--- src/rtl/threshold_frame_ctrl.sv ---
// threshold_frame_ctrl: loads a pixel frame, waits for the threshold datapath to settle, captures and streams its binary result
module threshold_frame_ctrl #(
    parameter int WIDTH = 10,
    parameter int HEIGHT = 10,
    parameter int SETTLE_CYCLES = 2
) (
    input  logic                          clk,
    input  logic                          rst_n,
    input  logic                          in_valid,
    output logic                          in_ready,
    input  logic [7:0]                    in_data,
    output logic [0:8*WIDTH*HEIGHT-1]     frame_out,
    input  logic [0:8*WIDTH*HEIGHT-1]     result_in,
    output logic                          out_valid,
    input  logic                          out_ready,
    output logic                          out_data,
    output logic                          out_last,
    output logic                          busy,
    output logic                          frame_done
);
    localparam int N = WIDTH * HEIGHT;
    localparam int CW = (N > 1) ? $clog2(N) : 1;
    localparam logic [CW-1:0] LAST = CW'(N - 1);
    localparam logic [7:0] SETTLE_LAST = 8'((SETTLE_CYCLES > 0) ? SETTLE_CYCLES - 1 : 0);

    typedef enum logic [2:0] {IDLE, LOAD, SETTLE, CAPTURE, DRAIN} state_t;

    state_t          state_q, state_d;
    logic [CW-1:0]   pix_cnt_q, pix_cnt_d;
    logic [7:0]      settle_cnt_q, settle_cnt_d;
    logic [0:8*N-1]  frame_q, frame_d;
    logic [0:8*N-1]  result_q, result_d;
    logic            frame_done_q, frame_done_d;
    logic [CW+2:0]   bit_idx;
    logic            in_fire;
    logic            out_fire;

    // Byte p of the packed frame starts at bit 8p, LSB first
    assign bit_idx    = {pix_cnt_q, 3'b000};
    assign in_ready   = rst_n && (state_q == IDLE || state_q == LOAD);
    assign out_valid  = state_q == DRAIN;
    assign out_data   = out_valid && result_q[bit_idx];
    assign out_last   = out_valid && pix_cnt_q == LAST;
    assign busy       = state_q != IDLE;
    assign frame_done = frame_done_q;
    assign frame_out  = frame_q;
    assign in_fire    = in_valid && in_ready;
    assign out_fire   = out_valid && out_ready;

    // Next-state, counter and frame/result register updates
    always_comb begin
        state_d      = state_q;
        pix_cnt_d    = pix_cnt_q;
        settle_cnt_d = settle_cnt_q;
        frame_d      = frame_q;
        result_d     = result_q;
        frame_done_d = 1'b0;
        if (in_fire) begin
            frame_d[bit_idx +: 8] = {<<{in_data}};
            pix_cnt_d = pix_cnt_q + 1'b1;
            state_d   = LOAD;
            if (pix_cnt_q == LAST) begin
                pix_cnt_d    = '0;
                settle_cnt_d = '0;
                state_d      = (SETTLE_CYCLES == 0) ? CAPTURE : SETTLE;
            end
        end
        if (state_q == SETTLE) begin
            settle_cnt_d = settle_cnt_q + 8'd1;
            state_d      = (settle_cnt_q == SETTLE_LAST) ? CAPTURE : SETTLE;
        end
        if (state_q == CAPTURE) begin
            result_d = result_in;
            state_d  = DRAIN;
        end
        if (out_fire) begin
            pix_cnt_d = pix_cnt_q + 1'b1;
            if (pix_cnt_q == LAST) begin
                pix_cnt_d    = '0;
                state_d      = IDLE;
                frame_done_d = 1'b1;
            end
        end
    end

    // State registers with asynchronous clear
    always_ff @(posedge clk or negedge rst_n) begin
        if (!rst_n) begin
            state_q      <= IDLE;
            pix_cnt_q    <= '0;
            settle_cnt_q <= '0;
            frame_q      <= '0;
            result_q     <= '0;
            frame_done_q <= 1'b0;
        end else begin
            state_q      <= state_d;
            pix_cnt_q    <= pix_cnt_d;
            settle_cnt_q <= settle_cnt_d;
            frame_q      <= frame_d;
            result_q     <= result_d;
            frame_done_q <= frame_done_d;
        end
    end
endmodule

--- config.mk ---
export PLATFORM = sky130hd
export DESIGN_NAME = threshold_frame_ctrl
export DESIGN_NICKNAME = d
export VERILOG_FILES = /design/src/rtl/threshold_frame_ctrl.sv
export SDC_FILE = /design/constraint.sdc
export NUM_CORES = 1
export LEC_CHECK = 0
export BUFFER_PORTS_ARGS = -buffer_cell sky130_fd_sc_hd__buf_2
export CORE_AREA = 2 2 625 627
export CTS_CLUSTER_SIZE = 30
export DETAILED_ROUTE_END_ITERATION = 8
export DIE_AREA = 0 0 627 629
export PLACE_DENSITY = 0.3
export SLEW_MARGIN = 30
export SYNTH_ARGS = -nofsm -noshare
export SYNTH_HDL_FRONTEND = slang
export SYNTH_SLANG_ARGS = --single-unit
--- constraint.sdc ---
create_clock -name clk -period 2.3 [get_ports clk]
set_input_delay 0.23 -clock clk [delete_from_list [all_inputs] [get_ports clk]]
set_output_delay 0.23 -clock clk [all_outputs]
set_load 0.02 [all_outputs]
# Word level (Yosys, flattened, before mapping)
# Cells that the tools add are included.
[totals]
wordCells = 50
ff_bits = 1619
out_inout_bits = 806
inputBits = 812
[classes]
n_shift = 2
n_eq_ne = 6
magnitude_cmp = 1
bitwise = 1
n_mux = 19
addsub = 3
reduce_logical = 12
[ops]
columns = ["operator", "count"]
rows = [
  ["variable shift 801 x 12 -> 800 bit, first input constant", 1],
  ["indexed part select 801 x 12 -> 800 bit", 1],
  ["bitwise mux 800 bit", 1],
  ["two-way mux 8 bit", 3],
  ["two-way mux 7 bit", 3],
  ["two-way mux 3 bit", 5],
  ["negation 11 -> 12 bit", 1],
  [">= comparator 11 bit, second input constant", 1],
  ["inverter 10 -> 11 bit", 1],
  ["binary-select mux 1 bit (select 10 bit)", 1],
  ["adder 8 x 1 -> 8 bit, second input constant", 1],
  ["== test 8 x 1 -> 1 bit, second input constant", 1],
  ["adder 7 x 1 -> 7 bit, second input constant", 1],
  ["== test 7 bit, second input constant", 1],
  ["== test 3 x 2 -> 1 bit, second input constant", 2],
  ["nonzero test 2 bit", 3],
  ["logical AND 1 bit", 5],
  ["two-way mux 1 bit", 5],
  ["== test 3 x 1 -> 1 bit, second input constant", 1],
  ["== test 3 bit, second input constant", 1],
  ["logical NOT 3 bit", 1],
  ["nonzero test 3 bit", 1],
  ["two-way mux 2 bit", 1],
  ["AND reduction 2 bit", 1],
  ["logical OR 1 bit", 1],
]

# Logic depth before layout (Yosys ltp)
# Gate-level depths: netlist (run 1).
[logic_depth]
ltp_word = 9
mapped_depth = 8
ltp_nobuf = 6

# Worst setup path after synthesis (run 1)
# Ideal clock, no wire load.
[synth_path]
path_type = "register -> output"
start = "reg pix_cnt_q[0]"
end = "out out_data"
path_stages_with_launch = 7
path_slack_ns = 0.034
arrival_ns = 2.036
required_ns = 2.070
path_cell_list = "dfrtp_1 buf_6 mux4_1 mux4_2 or2_0 o211ai_1 a32oi_1"
[synth_between]
elab_chain_cells = 5
[synth_lines]
columns = ["item", "line", "rtl"]
rows = [
  ["start, declared", "29", "logic [CW-1:0] pix_cnt_q, pix_cnt_d;"],
  ["start signal, assigned", "97", "pix_cnt_q <= pix_cnt_d;"],
  ["inverter 10 -> 11 bit (implied by the code)", "42", "assign out_data = out_valid && result_q[bit_idx];"],
  ["binary-select mux 1 bit (select 10 bit)", "42", ""],
  ["two-way mux 1 bit (implied by the code) (2 in series)", "42", ""],
  ["logical AND 1 bit", "42", ""],
  ["end, declared", "16", "output logic out_data,"],
]
# No other way between the ends. The select of a mux whose other input is x is not followed.

# Final worst setup path (run 1)
# Same ends and word-level chain as after synthesis.

==> metrics.md, run 1 <==
| Metric | Value |
|---|---|
| Outcome | finished, violations left |
| Violated checks | negative setup slack |
| Initial antenna violation count | 51 |
| Gpl congestion | 0.747 |
| Die ar. | between 0.3 and 0.4 mm2 |
| IO Port Bufs | between 900 and 1000 |
| Cell taking the most area after synthesis | dfrtp_1 |
| Worst hold path class | in2reg |
| Worst Max-Slew Pin Slew | between 800 and 900 ps |
| Latest clock arrival within the worst-skew pair | between 900 and 1000 ps |
| Num CTS Buffers | 123 |
| Layout fillers | approximately 43000 |
| Nets@finish | 4939 |
| Fin. max-slew vios | 0 |
| Largest net degree at the start of global routing | about 130 |
| Async SR Flop Fraction | 1.00 |
| WHS Endpoint | frame_out[309] |
| Final WS setup | -1080 ps |
| Post-route antenna net violation count | 0 |
| Vias per cell | between 2 and 3 |
| VDD IR max | approximately 0.71 mV |
| Share of cells above drive strength 1 | 0.575 |
| Final Instance Area | 0.0588 mm2 |
| Max Cap Violations | 0 |
| Reg2Reg Setup Slack | -10 ps |
| Critical path arrival | 3150 ps |
| Die W | roughly 630 um |
| Syn_area_per_cell | 13.8 um2 |
| CP Capture Type | output port |
| Yosys Warn Count | 0 |
| Hold path startpoint | in_data[5] |
| Synth Net Count | roughly 3500 |
| Top cells by area, synth | dfrtp_1 61%, mux2_2 23%, nor2_1 2.7% |
| Area share of the largest cell type after synthesis | 0.615 |
| Post-synth EDFFs | 0 |
| Critical R2R Launch | pix_cnt_q[0] |
| Hpwl dp | roughly 170000 um |
| CP Max Fanout | 6 |
| Clock sinks | around 900 |
| Slew margin rel. | 0.444 |
| R2R depth | 11 |
| Multi-input gate area | 0.0143 mm2 |
| Synthesized cell area | 0.0374 mm2 |
| First-pass DRT Iterations | 4 |
| FMAX | 296 MHz |
| Final Core Density | 0.152 |
| #FFs+latches synth | 919 |
| Critical path type | reg2out |
| GRT Util Overall | 0.109 |
| Global-route wire length before repair | between 200000 and 300000 um |
| DR vias | 27700 |
| Register area | approximately 0.023 mm2 |
| WHS Path Cells | 4 |
| Final period utilization | 1.47 |
| Critical path startpoint category | flop |
| Vias in the first global route | approximately 30000 |
| DRT iter0 DRCs | roughly 1000 |
| Final hold vios | 0 |
| WL met1 | between 80000 and 90000 um |
| Leading cell type in the layout, fill and taps excluded | dfrtp_1 |
| Total core area | around 0.39 mm2 |
| CTS clk-pin slew, worst paths | ~60 ps |
| Synth Instances | around 2700 |
| Setup Viol. Count Final | 12 |
| Die H | between 600 and 700 um |
| Placement Cell Area | between 0.05 and 0.06 mm2 |
| Min Tclk post-route | roughly 3400 ps |
| Top-Level Pins | around 1600 |
| Drt drc | 0 |
| Synth cell types | 60 |
| Grt total ovfl | 0 |
| DR WL met2 | approximately 120000 um |
| Final WL | 221000 um |
| Synth Flop Type | dfrtp_1 |
| Pleak | about 29 nW |
| Initial core utilization | 0.0965 |
| RSZ-0062 raised after global routing | true |
| CTS root buf | clkbuf_16 |
| Final Non-Filler Cells | about 9400 |
| Site Rows | 229 |
| Final hold slack | 85.7 ps |
| H-Tree Depth | 3 |
| Sequential area share after synthesis | 0.615 |
| WL/cell | roughly 23 um |
| Routed wl met3 | 9890 um |
| Critical Path RT | roughly 2100 ps |
| Fin Clk Skew | approximately 110 ps |
| Commonest cells after routing, fill and taps aside | 914 x dfrtp_1, 912 x buf_2, 723 x mux2_2 |
| Highest Signal Layer | met5 |
| CTS tree | done |
| R2R Path End | frame_out[249] |
| Pwr/cell area | between 800 and 900 mW/mm2 |
| Dpl cells | approximately 9000 |
| Layout area overhead | 57.1% |
| Design Power | 48.6 mW |
| Clock Path Buffers | 4 |
## what timing repair did
item                                   4_1_cts  5_1_grt
endpoints found under the hold margin      185        0
pin swaps                                   25       16
setup endpoints to repair                  343      270
hold buffers                               114        0
buffers inserted                            23        6
gates cloned                                 2        4
resized for setup                          124       41
## stage by stage
stage               setup TNS [ps]  worst slack (ps)
global placement            -42740              -530
CTS                          -4310             -1160
detailed placement          -38720              -567
finish                       -1470             -1080
floorplan                        0              33.8
global route                 -4700             -1210
## synth_stat cells (4+ instances only)
cell and number:
a211oi_1 4, a21oi_1 4, and2_1 6, and3_1 8, buf_1 8, buf_2 29
buf_4 4, buf_6 4, clkbuf_1 69, dfrtp_1 919, ha_1 8, inv_1 69
mux2_2 769, mux2i_1 66, mux4_1 8, mux4_2 13, nand2_1 175, nand2_2 8
nand2b_1 6, nand3_1 24, nand3_2 5, nand3b_1 5, nand4_1 4, nor2_1 268
nor2_2 26, nor2_4 12, nor2_8 10, nor2b_1 11, nor3_1 29, nor4_1 4
o21ai_0 84, o22ai_1 4, o31ai_1 5, or3_1 4
## area by class of cell
class                           instances  share of cell area
Antenna cell                           14            0.000596
Inverter                               71             0.00462
Clock buffer                          174              0.0599
Timing Repair Buffer                 1396               0.178
Tap cell                             5197               0.111
Multi-Input combinational cell       1608               0.243
Sequential cell                       919               0.391
Clock inverter                         47              0.0119
## cell families after synthesis
group,share of synthesized area
flops,0.615
mux,0.263
simple gates,0.0809
buf+inv,0.0207
compound gates,0.0170
fa+ha+maj,0.00268
xor+xnor,0.000702
## registers in the layout, summed over array words and instances (netlist names)
name and count:
frame_done 1, frame_out 800, result_q 100, state_q 3, settle_cnt_q 8, pix_cnt_q 7
## worst max-delay path by stage
stage / to / start
finish: out_data / pix_cnt_q[0]
global route: out_data / pix_cnt_q[0]
global placement: out_data / pix_cnt_q[1]
floorplan: out_data / pix_cnt_q[0]
CTS: out_data / pix_cnt_q[0]
detailed placement: out_data / pix_cnt_q[0]
## layer usage
metal  GRT usage  vias up
li1            -    12300
met1       0.117    14400
met2       0.210      720
met3      0.0202      278
met4      0.0348       20
met5           0        -
## where the power goes
part / switching (mW) / internal, mW
registers: 0.169 / 16.4
clock network: 8.12 / 12.3
logic: 7.46 / 4.25
## critical path, cell delays in order, from the launching register on
cell and delay (ps):
dfrtp_2 460, buf_4 140, mux4_1 530, mux4_2 480
or2_4 270, o211ai_1 100, a32oi_2 150, buf_4 220
Power figures use the tool's default switching activity.
==> inputs of run 2 (changes only) <==
--- a/config.mk
+++ b/config.mk
@@ -7,6 +7,7 @@
 export LEC_CHECK = 0
 export BUFFER_PORTS_ARGS = -buffer_cell sky130_fd_sc_hd__buf_2
 export CORE_AREA = 2 2 625 627
+export CTS_BUF_LIST = sky130_fd_sc_hd__clkbuf_4
 export CTS_CLUSTER_SIZE = 30
 export DETAILED_ROUTE_END_ITERATION = 8
 export DIE_AREA = 0 0 627 629
==> run 2 against run 1 <==
  * The run still ends with negative setup slack left
  * Clock skew rose by 35 ps
  * Combinational power rose by 11%
  * Clock-buffer cell count is 230 higher
  * Via count up 8.3%
  * Die area stayed put
  * Largest power group unchanged
==> metrics.md, run 2 (synthesis gave the netlist of run 1 again) <==
| Metric | Value |
|---|---|
| Outcome | finished, violations left |
| Violated checks | negative setup slack |
| CP Capture Type | output port |
| Largest net degree at the start of global routing | 132 (unchanged) |
| Clock Path Buffers | 4 (unchanged) |
| CTS root buf | clkbuf_4 |
| Vias per cell | 3.01 (+2.4%) |
| Final Instance Area | 0.0653 mm2 (+11%) |
| DR vias | 30000 (+8.3%) |
| Critical R2R Launch | pix_cnt_q[1] |
| Pwr/cell area | 712 mW/mm2 (-14%) |
| Leading cell type in the layout, fill and taps excluded | dfrtp_1 |
| Die ar. | 0.394 mm2 (unchanged) |
| Die H | 629 um (unchanged) |
| Critical path startpoint category | flop |
| Latest clock arrival within the worst-skew pair | 1360 ps (+440 ps) |
| Design Power | 46.4 mW (-4.5%) |
| CTS tree | done |
| Grt total ovfl | 0 (unchanged) |
| Share of cells above drive strength 1 | 0.604 (+0.0290) |
| Die W | 627 um (unchanged) |
| CP Max Fanout | 4 (-2) |
| Fin Clk Skew | 150 ps (+34.6 ps) |
| Final WS setup | -1420 ps (-347 ps) |
| Site Rows | 229 (unchanged) |
| P_int | 30.0 mW (-8.7%) |
| Initial antenna violation count | 54 (+5.9%) |
| Setup Viol. Count Final | 110 (+98) |
| Total core area | 0.388 mm2 (unchanged) |
| Post-route antenna net violation count | 0 (unchanged) |
| Final hold slack | 150 ps (+64.6 ps) |
| Seq pwr share | 0.356 (+0.016) |
| Gpl congestion | 0.747 (unchanged) |
| Vias in the first global route | 32900 (+9.6%) |
| Fin. max-slew vios | 0 (unchanged) |
| Final hold vios | 0 (unchanged) |
| Final period utilization | 1.62 (+0.151) |
| Drt drc | 0 (unchanged) |
| Clk pwr share | 0.365 (-0.054) |
| Layout area overhead | 74.4% |
| Reg2Reg Setup Slack | -70 ps (-60 ps) |
| R2R depth | 12 (+1) |
| Critical Path RT | 2070 ps (about the same) |
| Initial core utilization | 0.0965 (unchanged) |
| Sw Share | 0.354 (+0.0303) |
| VDD IR max | 0.524 mV (-27%) |
| Slew margin rel. | 0.431 (-0.0135) |
| H-Tree Depth | 5 (+2) |
| FMAX | 269 MHz (-9.3%) |
| Critical path type | reg2out |
| Top-Level Pins | 1618 (unchanged) |
| Fin Setup TNS | -5550 ps (-4080 ps) |
| Max reg flops | 800 (unchanged) |
| Num CTS Buffers | 299 (+140%) |
| Nets@finish | 5400 (+9.3%) |
| Worst Max-Slew Pin Slew | 854 ps (+20.3 ps) |
| Worst hold path class | in2async |
| Clock sinks | 919 (unchanged) |
| RSZ-0062 raised after global routing | true |
| Final WL | 227000 um (+2.9%) |
| Critical path arrival | 3490 ps (+340 ps) |
| Layout fillers | 43000 (-0.70%) |
| CTS clk-pin slew, worst paths | 60 ps (about the same) |
| Min Tclk post-route | 3720 ps (+347 ps) |
| GRT Util Overall | 0.112 (+0.00340) |
| Global-route wire length before repair | 300000 um (+3.7%) |
| DRT iter0 DRCs | 971 (-6.3%) |
| Placement Cell Area | 0.0524 mm2 (unchanged) |
| First-pass DRT Iterations | 5 (+1) |
| Logic pwr share | 0.279 (+0.038) |
| Switching power summed over all nets | 16.5 mW (+4.5%) |
| R2R Path End | frame_out[252] |
| Commonest cells after routing, fill and taps aside | 911 x dfrtp_1, 690 x mux2_2, 619 x buf_6 |
| Pleak | 30.6 nW (+7.2%) |
| WL/cell | 22.8 um (-2.7%) |
| IO Port Bufs | 917 (unchanged) |
| Max Cap Violations | 0 (unchanged) |
| Hpwl dp | 173000 um (unchanged) |
run 2: layout make-up:
cell class	instances	area, um2	area share
Multi-Input combinational cell	1608	14900	0.228
Sequential cell	919	23000	0.353
Inverter	71	272	0.00416
Tap cell	5197	6500	0.0996
Antenna cell	21	52.6	0.000805
Clock buffer	404	3030	0.0465
Timing Repair Buffer	1681	17000	0.261
Clock inverter	70	495	0.00759
run 2: through the flow:
step	util	instances	setup slack (ps)
after floorplan	-	2712	33.8
after global placement	0.135	9046	-530
after detailed placement	0.135	9046	-567
after CTS	0.166	9913	-1720
after global routing	0.168	9959	-1680
final	0.168	9971	-1420
run 2: worst max-delay path: stages (launching register included):
cell,delay [ps]
dfrtp_2,470
buf_4,170
buf_12,120
mux4_2,300
mux4_2,500
or2_4,270
o211ai_1,140
a32oi_4,130
buf_6,170
run 2: worst max-delay path by stage:
stage | startpoint | to | slack, ps | depth (start not counted)
final | pix_cnt_q[1] | out_data | -1420 | 8
after global routing | pix_cnt_q[0] | out_data | -1680 | 9
after CTS | pix_cnt_q[0] | out_data | -1720 | 9
after detailed placement | pix_cnt_q[0] | out_data | -570 | 8
after global placement | pix_cnt_q[1] | out_data | -530 | 7
after floorplan | pix_cnt_q[0] | out_data | 30 | 6
run 2: timing repair:
action | CTS | global route
hold buffers | 253 | 0
pin swaps | 36 | 29
resized for setup | 1404 | 139
endpoints found under the setup margin | 980 | 488
cloned | 4 | 4
setup buffers | 147 | 41
endpoints found under the hold margin | 1725 | 0
run 2: power groups by stage:
| stage | combinational, mW | sequential [mW] | clock, mW |
|---|---|---|---|
| floorplan | 3.40 | 16.7 | 0 |
| global placement | 11.1 | 16.8 | 0 |
| detailed placement | 11.1 | 16.8 | 0 |
| CTS | 13.0 | 16.5 | 18.0 |
| global route | 14.0 | 16.5 | 18.8 |
| finish | 13.0 | 16.5 | 16.9 |
run 2: layer usage:
metal	wire length, um	global-route usage
met2	123000	0.214
met3	10900	0.0243
met5	204	0
met4	8640	0.0400
met1	84300	0.119
